[src/rtl/rr_arb_pkg.sv]
// Shared types and helpers for the round-robin arbiter: FSM state encoding,
// default requestor count and the one-hot to binary encoder for grant_id.
package rr_arb_pkg;

    typedef enum logic {
        IDLE = 1'b0,
        BUSY = 1'b1
    } rr_state_e;

    localparam int DEFAULT_NUM_REQ = 8;

    // Upper bound on requestor count the encoder helper can handle.
    localparam int MAX_REQ = 64;

    function automatic int unsigned onehot_to_bin(input logic [MAX_REQ-1:0] onehot);
        int unsigned idx;
        idx = 0;
        for (int i = 0; i < MAX_REQ; i++) begin
            if (onehot[i]) begin
                idx = idx | i;
            end
        end
        return idx;
    endfunction

endpackage

[src/rtl/ppc_unit.sv]
// Log-depth parallel prefix-OR: prefix[i] = OR of data[0..i].
// Purely combinational; the clock port exists only for a uniform instance footprint.
module ppc_unit #(
    parameter int WIDTH = 8
) (
    input  logic             clk,
    input  logic [WIDTH-1:0] data,
    output logic [WIDTH-1:0] prefix
);
    localparam int LEVELS = $clog2(WIDTH);

    logic unused_clk;
    assign unused_clk = clk;

    // Kogge-Stone style: level l folds in the bit 2**l positions below.
    logic [WIDTH-1:0] stage [LEVELS+1];

    assign stage[0] = data;

    for (genvar l = 0; l < LEVELS; l++) begin : g_level
        assign stage[l+1] = stage[l] | (stage[l] << (1 << l));
    end

    assign prefix = stage[LEVELS];

endmodule

[src/rtl/rr_arbiter.sv]
// Work-conserving round-robin arbiter with a registered one-hot grant that is
// held until the owner releases it; priority rotates past the last winner.
module rr_arbiter
    import rr_arb_pkg::*;
#(
    parameter int NUM_REQ = DEFAULT_NUM_REQ,
    parameter int ID_W    = $clog2(NUM_REQ)
) (
    input  logic               clk,
    input  logic               rst_n,
    input  logic [NUM_REQ-1:0] req,
    input  logic               release_i,
    output logic [NUM_REQ-1:0] grant,
    output logic               grant_valid,
    output logic [ID_W-1:0]    grant_id
);

    rr_state_e          state;
    rr_state_e          next_state;
    logic [NUM_REQ-1:0] mask;
    logic [NUM_REQ-1:0] masked;
    logic [NUM_REQ-1:0] ppc_masked;
    logic [NUM_REQ-1:0] ppc_raw;
    logic [NUM_REQ-1:0] prefix;
    logic [NUM_REQ-1:0] winner;
    logic [MAX_REQ-1:0] winner_wide;
    logic [ID_W-1:0]    winner_id;
    logic               load_grant;
    logic               clear_grant;

    assign masked = req & mask;

    ppc_unit #(.WIDTH(NUM_REQ)) u_ppc_masked (
        .clk    (clk),
        .data   (masked),
        .prefix (ppc_masked)
    );

    ppc_unit #(.WIDTH(NUM_REQ)) u_ppc_raw (
        .clk    (clk),
        .data   (req),
        .prefix (ppc_raw)
    );

    // Fall back to the raw requests when nobody above the last winner asks.
    assign prefix = (masked != '0) ? ppc_masked : ppc_raw;
    assign winner = prefix & ~(prefix << 1);

    always_comb begin
        winner_wide                = '0;
        winner_wide[NUM_REQ-1:0]   = winner;
    end

    assign winner_id = ID_W'(onehot_to_bin(winner_wide));

    always_ff @(posedge clk or negedge rst_n) begin
        if (!rst_n) begin
            state <= IDLE;
        end else begin
            state <= next_state;
        end
    end

    always_comb begin
        next_state = state;
        case (state)
            IDLE:    if (req != '0) next_state = BUSY;
            BUSY:    if (release_i) next_state = IDLE;
            default: next_state = IDLE;
        endcase
    end

    always_comb begin
        load_grant  = 1'b0;
        clear_grant = 1'b0;
        case (state)
            IDLE:    load_grant  = (req != '0);
            BUSY:    clear_grant = release_i;
            default: ;
        endcase
    end

    // On release, only indices strictly above the departing owner stay eligible.
    always_ff @(posedge clk or negedge rst_n) begin
        if (!rst_n) begin
            grant       <= '0;
            grant_valid <= 1'b0;
            grant_id    <= '0;
            mask        <= '1;
        end else if (load_grant) begin
            grant       <= winner;
            grant_valid <= 1'b1;
            grant_id    <= winner_id;
        end else if (clear_grant) begin
            grant       <= '0;
            grant_valid <= 1'b0;
            grant_id    <= '0;
            mask        <= ~((grant << 1) - NUM_REQ'(1));
        end
    end

endmodule

[config.mk]
export PLATFORM = sky130hd
export DESIGN_NAME = rr_arbiter
export DESIGN_NICKNAME = d
export VERILOG_FILES = /design/src/rtl/rr_arb_pkg.sv /design/src/rtl/ppc_unit.sv /design/src/rtl/rr_arbiter.sv
export SDC_FILE = /design/constraint.sdc
export NUM_CORES = 1
export LEC_CHECK = 0
export CORE_ASPECT_RATIO = 0.9
export CORE_MARGIN = 4
export CORE_UTILIZATION = 48
export CTS_CLUSTER_DIAMETER = 100
export DETAILED_ROUTE_END_ITERATION = 12
export PLACE_DENSITY_LB_ADDON = 0.25
export RECOVER_POWER = 100
export SLEW_MARGIN = 15
export SYNTH_ARGS = -nofsm -noshare
export SYNTH_HDL_FRONTEND = slang
export SYNTH_HIERARCHICAL = 1
export SYNTH_SLANG_ARGS = --single-unit
[constraint.sdc]
create_clock -name clk -period 1.9 [get_ports clk]
set_clock_uncertainty 0.15 [all_clocks]
set_input_delay 0.57 -clock clk [delete_from_list [all_inputs] [get_ports clk]]
set_output_delay 0.57 -clock clk [all_outputs]
set_load 0.005 [all_outputs]
# After elaboration in Yosys (flattened, before gate mapping)
# Index checks and enable logic that the tools add are counted.
dict set report classes {
  add_sub_neg 1
  muxes 19
  bitwise 12
  reduce_logical 4
}
# operator n
set ops {}
lappend ops {{8-bit bitwise OR} 6}
lappend ops {{8-bit two-way mux} 3}
lappend ops {{3-bit two-way mux} 6}
lappend ops {{8-bit AND} 2}
lappend ops {{8-bit NOT} 2}
lappend ops {{8-bit nonzero test} 2}
lappend ops {{8-bit by 1-bit subtractor with 8-bit output (second input constant)} 1}
lappend ops {{1-bit two-way mux} 7}
lappend ops {{2-bit two-way mux} 2}
lappend ops {{1-bit NOT} 2}
lappend ops {{1-bit one-hot mux with 2 select lines} 1}
lappend ops {{2-bit AND reduction} 1}
lappend ops {{2-bit nonzero test} 1}
dict set report totals {
  register_bits 21
  inputBits 11
  out_inout_bits 12
  word_cells 41
}

# Depth between registers and ports, before layout
dict set report logic_depth {
  depth_word 15
  depth_mapped 8
  mapped_depth_nobuf 8
}

# Hierarchy
# The synthesis kept the hierarchy.
# module n_inst cells_per_inst area_per_inst_um2
set by_module_without_submodules {}
lappend by_module_without_submodules {rr_arbiter 1 135 1265.0}
lappend by_module_without_submodules {ppc_unit 2 11 76.3}

# Least setup slack after synthesis
# Ideal clock, no wire load.
dict set report synth_path {
  path_kind {input port to flip-flop}
  startpoint {input port req[5]}
  endpoint {register grant_id[1]}
  setup_ps 124
  arrival_ps 2002
  path_slack_ps -376
  stages 6
  path_buffers 1
  cell_sequence {and2_4 > or4_4 > nor4_4 > buf_6 > mux2i_1 > o21ai_2}
}
dict set report synth_via {
  elab_chain_cells 12
}
# element line_no
set synth_rtl {}
lappend synth_rtl {{from (decl)} rr_arbiter.sv:11} ;# input logic [NUM_REQ-1:0] req,
lappend synth_rtl {{8-bit AND} rr_arbiter.sv:31} ;# assign masked = req & mask;
lappend synth_rtl {{8-bit nonzero test} rr_arbiter.sv:46} ;# assign prefix = (masked != '0) ? ppc_masked : ppc_raw;
lappend synth_rtl {{8-bit two-way mux} rr_arbiter.sv:46}
lappend synth_rtl {{8-bit NOT} rr_arbiter.sv:47} ;# assign winner = prefix & ~(prefix << 1);
lappend synth_rtl {{8-bit AND} rr_arbiter.sv:47}
lappend synth_rtl {{2-bit two-way mux (2 in a row)} rr_arb_pkg.sv:19} ;# if (onehot[i]) begin
lappend synth_rtl {{3-bit two-way mux (4 in a row)} rr_arb_pkg.sv:19}
lappend synth_rtl {{3-bit two-way mux} rr_arbiter.sv:90} ;# end else if (load_grant) begin
lappend synth_rtl {{to (signal assigned)} rr_arbiter.sv:93} ;# grant_id <= winner_id;
lappend synth_rtl {{to (decl)} rr_arbiter.sv:15} ;# output logic [ID_W-1:0] grant_id
# Parallel ways exist; a longest one is shown, timed or not.
# A chain may end at the register's enable or synchronous reset.

# Worst setup path in the final report
dict set report layout_path {
  startpoint {register mask[0]}
  endpoint {register grant[3]}
}
dict set report layout_via {
  elab_chain_cells 8
}
# element line_no
set layout_rtl {}
lappend layout_rtl {{from (decl)} rr_arbiter.sv:20} ;# logic [NUM_REQ-1:0] mask;
lappend layout_rtl {{from (signal assigned)} rr_arbiter.sv:98} ;# mask <= ~((grant << 1) - NUM_REQ'(1));
lappend layout_rtl {{8-bit AND (*)} rr_arbiter.sv:31}
lappend layout_rtl {{net masked[0]} rr_arbiter.sv:21} ;# logic [NUM_REQ-1:0] masked;
lappend layout_rtl {{8-bit bitwise OR (3 in a row)} ppc_unit.sv:21} ;# assign stage[l+1] = stage[l] | (stage[l] << (1 << l));
lappend layout_rtl {{8-bit two-way mux (*)} rr_arbiter.sv:46}
lappend layout_rtl {{8-bit NOT} rr_arbiter.sv:47}
lappend layout_rtl {{8-bit AND (*)} rr_arbiter.sv:47}
lappend layout_rtl {{8-bit two-way mux (*)} rr_arbiter.sv:90}
lappend layout_rtl {{to (signal assigned)} rr_arbiter.sv:91} ;# grant <= winner;
lappend layout_rtl {{to (decl)} rr_arbiter.sv:13} ;# output logic [NUM_REQ-1:0] grant,
# The timed path passes the listed nets; every way through them passes the cells marked *.

==> impl_metrics.yaml <==
run_status:
  status: "complete, but fails checks"
  violations: "negative setup slack"
layout:
  layout-drive-gt1-share_pct: 48.6
  n_fill_cell: 189
  fin_nets: 233
  area_growth_syn_to_layout_pct: 54.2
  fin_cells: 260
  final_cell_area_mm2: 0.00219
  diodes: 0
floorplan:
  start_util_pct: 50.8
  chipHeight_um: 59.6
  dieWidth_um: 65.3
  die_area_mm2: 0.00389
  rows: 18
  core_area_mm2: 0.00279
  boundaryPins: 23
critical_path:
  timing.rr.start: "mask[0]"
  critPathLaunchType: "flop"
  critPathArrivalTime_ps: 2230
  critPathMaxFanout: 6
  crit_path_end_kind: "flop"
  reg2reg_depth: 7
  regToRegSetupSlack_ps: -270
  reg2reg_to: "grant[3]"
  required_ps: 1960
  path_class: "flop to flop"
synth:
  yosysTopAreaCellShare_pct: 22.9
  synth_area_leader_cell: "dfrtp_1"
  syn_inst: 157
  netlist_top_cells_count: "17 x nand2_1, 13 x dfrtp_1, 13 x nand3_1"
  syn_nets: 169
  synth_ff_type: "dfrtp_1"
  synth-edff-count: 0
  ys_warn_count: 6
  syn_area_mm2: 0.00142
  avgSynthCellArea_um2: 9.03
  synthTopCellsByArea: "dfrtp_1 23%, dfstp_2 15%, mux2i_1 5.6%"
  post-synth-top-count-cell: "nand2_1"
  ys_seq_area_share_pct: 37.8
  synth_cell_types: 35
  async_reset_ff_share_pct: 100
  ys_seq_elements: 21
clock_tree:
  clock_path_buffers: 2
  numCtsBuffers: 3
  root_buffer: "clkbuf_4"
  cts.sinks: 21
  cts_tree: "done"
  clock_latency_ps: 310
  cts_htree_levels: 1
  cts_hold_buf: 0
  path_clk_slew_ps: 110
timing:
  hold_ws_ps: 331
  max_freq_mhz: 460
  finalWorstSetupSlack_ps: -273
  drv_slew: 0
  hold_violations: 0
  relSlewSlack_pct: 66.5
  fin_setup_tns_ps: -2370
  setup_viol: 11
  finalCritPeriodShare_pct: 114
  rsz0062_at_grt: "yes"
  fin_crit_ps: 2170
  worst_pin_slew_ps: 502
place:
  dp_slack_ps: -814
  place_area_mm2: 0.00190
  place_hpwl_um: 2840
  place_congestion: 0.956
  io_buffer_count: 22
  dpl.cell_count: 242
drt:
  drt_pass1_iterations: 4
  drt_drc_violations_left: 0
  ant_nets: 0
  vias: 1395
  top_layer: "met4"
  routed_wl_um: 4180
  viasPerCell: 5.37
  routedWlPerCell_um: 16.1
  wl_met3_um: 176
  drt_iter0_drc: 91
  route.layer.met1.wl_um: 1750
  wl_met2_um: 2130
global_routing:
  grtUsageTotal_pct: 24.6
  grt_pass1_vias: 1525
  grt_first_pass_wirelength_um: 7200
  grt_start_max_net_pins: 22
  grt_overflow: 0
  antenna_found_initial: 0
pwr:
  p_leak_nw: 1.01
  p_per_area_mw_per_mm2: 1270
  irDropWorstVdd_v: 0.000718
min_path:
  hold_end: "grant_valid"
  holdCritStartpoint: "grant_valid"
  min_path_cells: 2
  hp-class: "flop to flop"
job:
  cap_violations: 0
## power by group
group	leakage [nW]	internal (mW)	switching, mW
Clock	0.0150	0.0821	0.135
Sequential	0.249	0.639	0.0959
Combinational	0.748	1.01	0.818
Total	1.01	1.73	1.05
## flip-flops by register name (all words and copies together), names as in the netlist
signal       cells
grant            8
grant_id         3
grant_valid      1
mask             8
state            1
## placed cells by master (no fill, tap or decap), types with 3 or more instances in the layout
| master | n |
|---|---|
| a21oi_1 | 5 |
| and2_4 | 8 |
| buf_2 | 3 |
| buf_4 | 39 |
| clkbuf_4 | 3 |
| dfrtp_1 | 13 |
| dfstp_2 | 8 |
| dlygate4sd2_1 | 13 |
| inv_1 | 6 |
| mux2i_4 | 7 |
| nand2_1 | 16 |
| nand2b_1 | 7 |
| nand2b_4 | 3 |
| nand3_1 | 12 |
| nand3b_1 | 4 |
| nor2_1 | 5 |
| nor2b_4 | 3 |
| nor3_1 | 3 |
| nor4_4 | 3 |
| o21ai_0 | 6 |
| o21ai_2 | 8 |
| xor2_1 | 3 |
## logic make-up (layout without fill, tap and decap cells)
logic type / count (synthesis) / after routing / share of synthesized area (%)
xor+xnor: 5 / 5 / 3.09
compound gates: 23 / 23 / 10.5
simple gates: 84 / 84 / 35.9
flops: 21 / 21 / 37.8
buf+inv: 13 / 76 / 4.59
fa+ha+maj: 1 / 1 / 0.882
mux: 10 / 10 / 7.24
## critical path, stage by stage, from the launching register on
cell	delay, ps
dfstp_2	390
and2_4	140
or4_4	540
nor4_4	190
buf_4	180
buf_12	150
mux2i_4	260
o21ai_2	70
## how the worst max path moves through the flow
| stage | start | cells after the start | slack, ps | endpoint |
|---|---|---|---|---|
| after CTS | mask[7] | 7 | -310 | grant[3] |
| after global placement | req[5] | 7 | -810 | grant[3] |
| after global routing | mask[0] | 7 | -330 | grant[3] |
| after detailed placement | req[5] | 7 | -810 | grant_id[1] |
| final | mask[0] | 7 | -270 | grant[3] |
| after floorplan | req[5] | 6 | -300 | grant_id[1] |
## cell type report
class                           count  area (µm²)  area share (%)
Tap cell                           40        50.0            2.29
Inverter                            6        22.5            1.03
Multi-Input combinational cell    123        1000            45.8
Timing Repair Buffer               66         551            25.2
Clock buffer                        4        26.3            1.20
Sequential cell                    21         536            24.5
## repair_timing
action,CTS,global route
pin swaps,14,8
endpoints found under the setup margin,24,15
setup buffers,10,3
gates cloned,1,0
resized for setup,63,11
## metal layers
layer	GRT usage, %	up-vias
met1	29.3	672
met5	0	-
li1	-	663
met4	9.17	0
met3	4.93	13
met2	44.0	47
## through the flow
| step | util (%) | power, mW |
|---|---|---|
| 3_3_place_gp | 67.9 | 1.93 |
| 6_report | 78.3 | 2.78 |
| 3_5_place_dp | 67.9 | 1.98 |
| 2_1_floorplan | - | 1.46 |
| 4_1_cts | 77.1 | 2.69 |
| 5_1_grt | 78.3 | 2.95 |
No activity file was read; power rests on OpenSTA's default activity.
